==> src/rtl/polaris_fetch_if.sv <==
// polaris_fetch_if: bundles the I-master bus and the core-side fetch
// interface of polaris_fetch.
//   master modport (fetch unit):
//     bus  : icyc_o, istb_o, iadr_o[AW], isiz_o[2] out; iack_i, idat_i[32] in
//     core : ivalid_o, ir_o[32], ipc_o[AW], jammed_o, perf_fetch_o[32] out;
//            iready_i, redir_i, redir_pc_i[AW] in
//   slave modport: the same signals seen from the bus/core side.
interface polaris_fetch_if #(
  parameter int unsigned AW = 64
);
  logic          icyc_o;
  logic          istb_o;
  logic [AW-1:0] iadr_o;
  logic [1:0]    isiz_o;
  logic          iack_i;
  logic [31:0]   idat_i;
  logic          ivalid_o;
  logic          iready_i;
  logic [31:0]   ir_o;
  logic [AW-1:0] ipc_o;
  logic          redir_i;
  logic [AW-1:0] redir_pc_i;
  logic          jammed_o;
  logic [31:0]   perf_fetch_o;

  modport master (
    output icyc_o, istb_o, iadr_o, isiz_o,
    input  iack_i, idat_i,
    output ivalid_o, ir_o, ipc_o, jammed_o, perf_fetch_o,
    input  iready_i, redir_i, redir_pc_i
  );

  modport slave (
    input  icyc_o, istb_o, iadr_o, isiz_o,
    output iack_i, idat_i,
    input  ivalid_o, ir_o, ipc_o, jammed_o, perf_fetch_o,
    output iready_i, redir_i, redir_pc_i
  );
endinterface

==> src/rtl/polaris_fetch.sv <==
// polaris_fetch: instruction fetch / prefetch unit.
// Owns the fetch PC, issues single-word reads on the I-master bus and
// buffers up to DEPTH {instruction, PC} pairs in a FIFO for the core.
// A redirect flushes the FIFO, abandons the bus cycle and reloads the PC;
// a misaligned redirect target halts fetch (JAM) until an aligned redirect.
// Ports:
//   clk_i    : clock, rising edge
//   reset_i  : asynchronous active-low reset
//   fetch    : polaris_fetch_if.master (bus + core signals)
// Optional: define POLARIS_FETCH_PERF_EN to build the 32-bit fetched-word
// counter on perf_fetch_o; otherwise perf_fetch_o is tied to 0.
module polaris_fetch #(
  parameter int unsigned   AW           = 64,
  parameter int unsigned   DEPTH        = 4,
  parameter logic [AW-1:0] RESET_VECTOR = {{(AW-8){1'b1}}, 8'h00}
) (
  input  logic            clk_i,
  input  logic            reset_i,
  polaris_fetch_if.master fetch
);

  localparam int unsigned PW = $clog2(DEPTH);
  localparam int unsigned CW = $clog2(DEPTH + 1);

  typedef enum logic [1:0] {
    ST_IDLE,
    ST_REQ,
    ST_JAM
  } state_e;

  state_e        state_q, state_d;
  logic [AW-1:0] fpc_q, fpc_d;
  logic [CW-1:0] cnt_q, cnt_d;
  logic [PW-1:0] wr_q, wr_d;
  logic [PW-1:0] rd_q, rd_d;
  logic [31:0]   ir_mem_q [DEPTH];
  logic [31:0]   ir_mem_d [DEPTH];
  logic [AW-1:0] pc_mem_q [DEPTH];
  logic [AW-1:0] pc_mem_d [DEPTH];

  logic push;
  logic pop;
  logic valid;

  assign valid = (cnt_q != '0);
  // A redirect discards both the acked word and any pop in its cycle.
  assign push  = (state_q == ST_REQ) && fetch.iack_i && !fetch.redir_i;
  assign pop   = valid && fetch.iready_i && !fetch.redir_i;

  always_comb begin
    state_d  = state_q;
    fpc_d    = fpc_q;
    cnt_d    = cnt_q;
    wr_d     = wr_q;
    rd_d     = rd_q;
    ir_mem_d = ir_mem_q;
    pc_mem_d = pc_mem_q;

    if (fetch.redir_i) begin
      cnt_d = '0;
      wr_d  = '0;
      rd_d  = '0;
      fpc_d = fetch.redir_pc_i;
      // Landing in IDLE (not REQ) gives the one dead bus cycle after a flush.
      state_d = (fetch.redir_pc_i[1:0] == 2'b00) ? ST_IDLE : ST_JAM;
    end else begin
      if (push) begin
        ir_mem_d[wr_q] = fetch.idat_i;
        pc_mem_d[wr_q] = fpc_q;
        wr_d           = wr_q + PW'(1);
        fpc_d          = fpc_q + AW'(4);
      end
      if (pop) begin
        rd_d = rd_q + PW'(1);
      end
      cnt_d = cnt_q + CW'(push) - CW'(pop);

      // Occupancy is judged after this cycle's push/pop, so a pop from a
      // full FIFO restarts fetch on the very next cycle.
      unique case (state_q)
        ST_IDLE: if (cnt_d < CW'(DEPTH)) state_d = ST_REQ;
        ST_REQ:  if (push && (cnt_d >= CW'(DEPTH))) state_d = ST_IDLE;
        ST_JAM:  state_d = ST_JAM;
        default: state_d = ST_IDLE;
      endcase
    end
  end

  always_ff @(posedge clk_i or negedge reset_i) begin
    if (!reset_i) begin
      state_q  <= ST_IDLE;
      fpc_q    <= RESET_VECTOR;
      cnt_q    <= '0;
      wr_q     <= '0;
      rd_q     <= '0;
      ir_mem_q <= '{default: '0};
      pc_mem_q <= '{default: '0};
    end else begin
      state_q  <= state_d;
      fpc_q    <= fpc_d;
      cnt_q    <= cnt_d;
      wr_q     <= wr_d;
      rd_q     <= rd_d;
      ir_mem_q <= ir_mem_d;
      pc_mem_q <= pc_mem_d;
    end
  end

  always_comb begin
    fetch.icyc_o   = 1'b0;
    fetch.istb_o   = 1'b0;
    fetch.iadr_o   = '0;
    fetch.isiz_o   = 2'b00;
    fetch.jammed_o = (state_q == ST_JAM);
    fetch.ivalid_o = valid;
    fetch.ir_o     = '0;
    fetch.ipc_o    = '0;
    if (state_q == ST_REQ) begin
      fetch.icyc_o = 1'b1;
      fetch.istb_o = 1'b1;
      fetch.iadr_o = fpc_q;
      fetch.isiz_o = 2'b10;
    end
    // Head is gated so stale entries never show after a flush or drain.
    if (valid) begin
      fetch.ir_o  = ir_mem_q[rd_q];
      fetch.ipc_o = pc_mem_q[rd_q];
    end
  end

`ifdef POLARIS_FETCH_PERF_EN
  logic [31:0] perf_q, perf_d;

  always_comb begin
    perf_d = perf_q;
    if (push) perf_d = perf_q + 32'd1;
  end

  always_ff @(posedge clk_i or negedge reset_i) begin
    if (!reset_i) perf_q <= '0;
    else          perf_q <= perf_d;
  end

  assign fetch.perf_fetch_o = perf_q;
`else
  assign fetch.perf_fetch_o = '0;
`endif

endmodule
==> src/flat_wrapper.sv <==
// flat-port wrapper written by rule: the top's interface ports become plain ports
module polaris_fetch_flat 
#(
  parameter int unsigned   AW           = 64,
  parameter int unsigned   DEPTH        = 4,
  parameter logic [AW-1:0] RESET_VECTOR = {{(AW-8){1'b1}}, 8'h00}
)
  (clk_i, reset_i, fetch_icyc_o, fetch_istb_o, fetch_iadr_o, fetch_isiz_o, fetch_iack_i, fetch_idat_i, fetch_ivalid_o, fetch_ir_o, fetch_ipc_o, fetch_jammed_o, fetch_perf_fetch_o, fetch_iready_i, fetch_redir_i, fetch_redir_pc_i);
  polaris_fetch_if #(.AW(AW)) fetch_i ();
  input  logic clk_i;
  input  logic reset_i;
  output wire logic [$bits(fetch_i.icyc_o)-1:0] fetch_icyc_o;
  output wire logic [$bits(fetch_i.istb_o)-1:0] fetch_istb_o;
  output wire logic [$bits(fetch_i.iadr_o)-1:0] fetch_iadr_o;
  output wire logic [$bits(fetch_i.isiz_o)-1:0] fetch_isiz_o;
  input wire logic [$bits(fetch_i.iack_i)-1:0] fetch_iack_i;
  input wire logic [$bits(fetch_i.idat_i)-1:0] fetch_idat_i;
  output wire logic [$bits(fetch_i.ivalid_o)-1:0] fetch_ivalid_o;
  output wire logic [$bits(fetch_i.ir_o)-1:0] fetch_ir_o;
  output wire logic [$bits(fetch_i.ipc_o)-1:0] fetch_ipc_o;
  output wire logic [$bits(fetch_i.jammed_o)-1:0] fetch_jammed_o;
  output wire logic [$bits(fetch_i.perf_fetch_o)-1:0] fetch_perf_fetch_o;
  input wire logic [$bits(fetch_i.iready_i)-1:0] fetch_iready_i;
  input wire logic [$bits(fetch_i.redir_i)-1:0] fetch_redir_i;
  input wire logic [$bits(fetch_i.redir_pc_i)-1:0] fetch_redir_pc_i;
  assign fetch_icyc_o = fetch_i.icyc_o;
  assign fetch_istb_o = fetch_i.istb_o;
  assign fetch_iadr_o = fetch_i.iadr_o;
  assign fetch_isiz_o = fetch_i.isiz_o;
  assign fetch_i.iack_i = fetch_iack_i;
  assign fetch_i.idat_i = fetch_idat_i;
  assign fetch_ivalid_o = fetch_i.ivalid_o;
  assign fetch_ir_o = fetch_i.ir_o;
  assign fetch_ipc_o = fetch_i.ipc_o;
  assign fetch_jammed_o = fetch_i.jammed_o;
  assign fetch_perf_fetch_o = fetch_i.perf_fetch_o;
  assign fetch_i.iready_i = fetch_iready_i;
  assign fetch_i.redir_i = fetch_redir_i;
  assign fetch_i.redir_pc_i = fetch_redir_pc_i;
  polaris_fetch #(.AW(AW), .DEPTH(DEPTH), .RESET_VECTOR(RESET_VECTOR)) u_core (.clk_i(clk_i), .reset_i(reset_i), .fetch(fetch_i));
endmodule
==> config.mk <==
export PLATFORM = sky130hd
export DESIGN_NAME = polaris_fetch_flat
export DESIGN_NICKNAME = d
export VERILOG_FILES = /design/src/rtl/polaris_fetch_if.sv /design/src/rtl/polaris_fetch.sv /design/src/flat_wrapper.sv
export SDC_FILE = /design/constraint.sdc
export NUM_CORES = 1
export LEC_CHECK = 0
export ABC_AREA = 1
export BUFFER_PORTS_ARGS = -buffer_cell sky130_fd_sc_hd__clkbuf_2
export CORE_MARGIN = 5
export CORE_UTILIZATION = 59
export DETAILED_ROUTE_END_ITERATION = 6
export PLACE_DENSITY = 0.81
export SLEW_MARGIN = 15
export SYNTH_ARGS = -nofsm -noshare
export SYNTH_HDL_FRONTEND = slang
export SYNTH_SLANG_ARGS = --single-unit
==> constraint.sdc <==
create_clock -name clk_i -period 3.2 [get_ports clk_i]
set_input_delay 0.32 -clock clk_i [delete_from_list [all_inputs] [get_ports clk_i]]
set_output_delay 0.32 -clock clk_i [all_outputs]
set_load 0.03 [all_outputs]
==> metrics.txt, run 1 <==
Post-CTS Setup Inserts=0; CTS buffer count=47; PortBufs=~270; Layout area overhead=13.1%; max cap viols=0; Post-Syn Area=~0.023 mm²; H-Tree Depth=2; vias in the first global route=about 21000; Worst IR Drop VDD=0.000504 V; first-pass GRT wire length=112000 µm; TritonCTS clock tree=built; kind of critical path=reg -> out; sequential element share of the synthesized area=49.6%; Worst-Margin Slew=between 1000 and 1500 ps; Post-synth EDFFs=0; Syn Area/Cell=~7.8 µm²; min cycle time layout=between 3000 and 4000 ps; routability cong.=roughly 0.98; total grt overflow=0; diode count=0; largest net degree at the start of global routing=between 150 and 200; drt pass-1 iters=6; Final ANT Viol Nets=0; Worst Path Required=2880 ps; DR WL/cell=around 19 µm; Hold Crit Class=in -> reg; yosys warns=0; Synth cell types=37; fin crit share=between 90% and 100%; # rows=72; Peak Freq=~330 MHz; Root Buffer=clkbuf_16; worst hold slack=approximately 25 ps; Crit. End Element=primary output; crit-path max FO=117; top_reg_cell synth=dfrtp_1; GRT Util Overall=a little under a third; # DRC=0; Final Util=about 68%; clock sinks=457; FILL cells=between 3000 and 4000; drt total wl=roughly 71000 µm; vias per cell=approximately 5.7; Setup Total Neg Slack=0 ps; PD cells=710 mW/mm²; crit path DAT=~2700 ps; Final setup viols=0; Synth Instances=just under 3000; Core Region=0.0388 mm²; # IOs=approximately 300; final cell count without fillers=between 3000 and 4000; antenna violations before repair=0; status=finished, final reports clean; #FFs+latches synth=between 400 and 500; startpoint types=flip-flop; Die Y=208 µm; placed cells=around 3600; placed cell areas=0.0243 mm²; Die X=208 µm; fin area=about 0.026 mm²; slew margin rel.=25.7%; P_leak=~0.012 µW; Synth async-reset ratio=between 90% and 100%; Max Buffers Root-to-Sink=3; layout cell share with drive strength beyond 1=about 16%; total number of vias=around 21000; skew final=29.1 ps; Initial DRC Count=roughly 2300; # hold bufs at CTS=28; clock-pin slew on the worst setup and hold paths=60 ps; Slew Viols, Final=0; hpwl dp=roughly 46000 µm; RSZ-0062 raised after global routing=false; Final Hold Vio Count=0; die area=around 0.043 mm²; nets=3267; initial core utilization=approximately three fifths; clk_lat worst skew=roughly 580 ps; post-CTS sizing=0
[sequential cells by signal (all words and copies together) (netlist names)]
register / count
u_core.pc_mem_q: 256
u_core.state_q: 2
u_core.cnt_q: 3
u_core.wr_q: 2
u_core.ir_mem_q: 128
u_core.rd_q: 2
u_core.fpc_q: 64
[cell usage after synthesis, types with 15 or more instances]
master    number  area share (%)
nand2_1      660              11
nor2_1       580             9.4
dfrtp_1      401              43
o21ai_1      297             6.4
o21ai_0      274             5.9
inv_1        143             2.3
a21oi_1      107             2.3
clkbuf_1      70             1.1
nand3_1       67             1.4
dfstp_2       56             6.3
buf_6         53             2.6
buf_2         52             1.1
o21ai_2       50             1.9
buf_4         42             1.4
xor2_1        22            0.83
o211ai_1      15            0.49
[per-layer routing]
| metal | share of wire [%] | routed length [µm] | vias to the layer above | track usage (%) |
|---|---|---|---|---|
| met5 | 0 | 0 | - | 0 |
| met4 | 3.8 | 2680 | 0 | 12.6 |
| met1 | 42 | 29800 | 10100 | 44.5 |
| met2 | 46 | 32300 | 968 | 49.9 |
| met3 | 8.4 | 5960 | 148 | 6.09 |
| li1 | - | - | 9918 | - |
[stage by stage]
| stage | power, µW | worst slack (ps) |
|---|---|---|
| 4_1_cts | 18700 | 145 |
| 3_5_place_dp | 12900 | 450 |
| 2_1_floorplan | 11100 | 401 |
| 6_report | 18600 | 190 |
| 5_1_grt | 19600 | 67.5 |
| 3_3_place_gp | 12700 | 611 |
[critical path, cell delays in order, from the launching register on]
cell	delay, ps
dfrtp_4	710
inv_4	170
buf_12	370
o21ai_0	210
a21oi_1	310
clkbuf_2	270
[cell families (layout without fill, tap and decap cells)]
logic type / Yosys count / count (layout) / share of synthesized area [%]
buf+inv: 372 / 563 / 8.70
xor+xnor: 24 / 24 / 0.905
fa+ha+maj: 8 / 8 / 0.463
simple gates: 1351 / 1351 / 22.8
compound gates: 759 / 759 / 17.5
flops: 457 / 457 / 49.6
other cells: 1 / 33 / 0.0162
[cell type report]
| cell class | count | area [µm²] | area share (%) |
|---|---|---|---|
| sequential | 457 | 11500 | 43.9 |
| tap | 518 | 648 | 2.47 |
| clock buffer | 74 | 1440 | 5.49 |
| clock inverter | 12 | 185 | 0.705 |
| timing repair buffer | 326 | 2020 | 7.70 |
| inverter | 151 | 573 | 2.18 |
| multi-input combinational | 2175 | 9870 | 37.6 |
[cells in the final DEF (no fill, tap or decap), types with 49 or more instances in the layout]
master	Yosys	routed
o21ai_2	50	50
clkbuf_2	0	264
nand2_1	660	660
nand3_1	67	67
o21ai_0	274	274
dfrtp_1	401	399
nor2_1	580	580
inv_1	143	143
dfstp_2	56	56
clkbuf_16	0	49
a21oi_1	107	107
o21ai_1	297	297
[worst paths after layout]
kind                                       from                  end  slack, ps  cells after the start
max in group asynchronous               reset_i  u_core.ir_mem_q[65]       1850                      3
setup / recovery                 u_core.rd_q[0]       fetch_ipc_o[9]        190                      5
hold / removal             fetch_redir_pc_i[44]     u_core.fpc_q[44]         30                      3
hold reg to reg             u_core.pc_mem_q[97]  u_core.pc_mem_q[97]        480                      2
min in group asynchronous               reset_i      u_core.fpc_q[3]        330                      2
setup reg to reg              u_core.state_q[1]    u_core.state_q[0]        420                     12
[power by group]
part           internal (µW)  switching [µW]  leakage [µW]
Combinational           1610            4110       0.00534
Clock                   3480            2260      0.000804
Sequential              6610             570       0.00605
Total                  11700            6930        0.0122
No activity file was read; power rests on OpenSTA's default activity.
==> inputs of run 2 (changes only) <==
Settings changed: ABC_AREA 1 to unset, CORE_UTILIZATION 59 to 58, PLACE_DENSITY 0.81 to 0.8.
==> metrics.txt, run 2 <==
status=finished, final reports clean; vias per cell=5.90; DP Worst Slack=about 580 ps; layout cell share with drive strength beyond 1=roughly 44%; crit-path max FO=a little under 100; crit path DAT=between 2000 and 3000 ps; # hold bufs at CTS=62; Die Y=around 210 µm; Post-CTS Setup Inserts=0; fin crit share=91.4%; first-pass GRT wire length=roughly 90000 µm; FILL cells=2575; Die X=around 210 µm; min cycle time layout=2920 ps; Top Registers=u_core.pc_mem_q: 256 flops, u_core.ir_mem_q: 128 flops, u_core.fpc_q: 64 flops; Peak Freq=about 340 MHz; drt total wl=~56000 µm; Crit. End Element=primary output; sequential element share of the synthesized area=a little over half; Post-Syn Area=around 0.022 mm²; Seq. cell area=0.0115 mm²; Synth cell types=48; DR WL/cell=22.0 µm; Synth async-reset ratio=100%; TritonCTS clock tree=built; placed cell areas=0.0239 mm²; Worst Path Required=2880 ps; Final Hold Vio Count=0; antenna violations before repair=0; max FFs per register=256; most frequent cells in the layout=dfrtp_1 (399), mux2_2 (344), clkbuf_2 (263); clock-pin slew on the worst setup and hold paths=60 ps; Synth Instances=around 1700; nets=2102; Largest Register=u_core.pc_mem_q; Root Buffer=clkbuf_16; GRT Util Overall=about 27%; Final ANT Viol Nets=0; vias in the first global route=about 16000; Yosys top cell by area=dfrtp_1; top_reg_cell synth=dfrtp_1; kind of critical path=reg -> out; placed cells=2392; Final WS setup=~280 ps; synth top area cells=dfrtp_1 (45%), mux2_2 (18%), mux4_2 (9.8%); die area=approximately 0.042 mm²; routability cong.=0.814; clock sinks=~460; total number of vias=15000; post-CTS sizing=0; Final setup viols=0; Layout area overhead=18.2%; Worst-Margin Slew=1090 ps; final cell count without fillers=approximately 2500; diode count=0; RSZ-0062 raised after global routing=false; drt pass-1 iters=5; clk_lat worst skew=roughly 580 ps; Hold Crit Class=in -> reg; top-count cell post-synth=dfrtp_1; Initial DRC Count=986; slew margin rel.=27.3%; PortBufs=about 270; fin area=0.0261 mm²; max cap viols=0; hpwl dp=35400 µm; Slew Viols, Final=0; # DRC=0; CTS buffer count=48; Core Region=approximately 0.038 mm²; most common cell after layout, fill and taps aside=dfrtp_1; # IOs=roughly 300; Post-synth EDFFs=0; PD cells=roughly 630 mW/mm²; #FFs+latches synth=between 400 and 500; # rows=71; Syn Area/Cell=approximately 13 µm²; Synth top area share=about 45%; P_leak=about 0.013 µW; total grt overflow=0; Setup Total Neg Slack=0 ps; Worst IR Drop VDD=0.000672 V; multi-input logic area=a little under 0.01 mm²; Max Buffers Root-to-Sink=3; most frequent cells after synthesis=dfrtp_1 (401), mux2_2 (344), and2_1 (167), nand2_1 (112), mux4_2 (96); initial core utilization=about three fifths; H-Tree Depth=2; largest net degree at the start of global routing=a little under 100; startpoint types=flip-flop; skew final=around 25 ps; yosys warns=0
==> run 2: cell count changes in the layout (fill, tap and decap cells not counted), sizes merged, moves of 14 or more <==
| cell | previous run | this run |
|---|---|---|
| a21oi | 107 | 4 |
| and2 | 0 | 167 |
| dlygate4sd3 | 28 | 62 |
| inv | 149 | 17 |
| mux2 | 0 | 344 |
| mux4 | 0 | 96 |
| nand2 | 669 | 112 |
| nand3 | 67 | 36 |
| nand4 | 14 | 35 |
| nor2 | 589 | 33 |
| o211ai | 15 | 0 |
| o21ai | 621 | 92 |
| xor2 | 22 | 36 |
==> run 2: kinds of logic (layout without fill, tap and decap cells) <==
family	count (synthesis)	count (layout)	synth area share, %
DFF	457	457	52.0
and+or+nand+nor	453	453	11.3
buffers and inverters	194	471	4.02
xor gates and xnor gates	45	45	1.78
adders and majority gates	8	8	0.487
muxes	442	442	27.4
AOI/OAI and AO/OA	122	122	3.01
other	1	33	0.0170
==> run 2: area by class of cell <==
cell class	instances	area share [%]
Timing Repair Buffer	365	9.41
Inverter	18	0.259
Clock buffer	79	5.63
Multi-Input combinational cell	1103	37.8
Sequential cell	457	44.1
Tap cell	511	2.45
Clock inverter	9	0.364
==> run 2: final timing paths <==
kind	startpoint	end	slack (ps)	depth (start not counted)
max reg2reg	u_core.cnt_q[1]	u_core.state_q[0]	550	12
max in group asynchronous	reset_i	u_core.pc_mem_q[119]	1880	3
min in group asynchronous	reset_i	u_core.pc_mem_q[140]	380	2
min	fetch_redir_pc_i[50]	u_core.fpc_q[50]	30	3
min reg2reg	u_core.pc_mem_q[119]	u_core.pc_mem_q[119]	480	2
max	u_core.cnt_q[1]	fetch_ipc_o[59]	280	4
==> run 2: per-layer routing <==
metal  up-vias  routed length (µm)  GRT usage [%]
li1       6596                   -              -
met1      7755               22200           35.6
met2       507               28400           45.1
met3       135                2950           4.11
met4         0                2240           11.6
met5         -                   0              0
==> run 2: through the flow <==
step / utilization [%] / hold WS, ps / total power [µW]
final: 69.4 / 30.6 / 16400
after global routing: 69.4 / 15.0 / 17200
after CTS: 69.4 / 0.236 / 16500
after detailed placement: 63.6 / 423 / 11000
after global placement: 63.6 / 426 / 10800
after floorplan: - / 24.4 / 9750
==> run 2: critical path, stage by stage (launching register included) <==
cell      delay, ps
dfrtp_1         410
or3_2           160
buf_4           820
and2_1          340
clkbuf_2        240
==> run 2: power by group <==
part | switching (µW) | internal (µW)
combinational | 2190 | 1770
sequential | 495 | 6490
clock | 2270 | 3220
total | 4950 | 11500
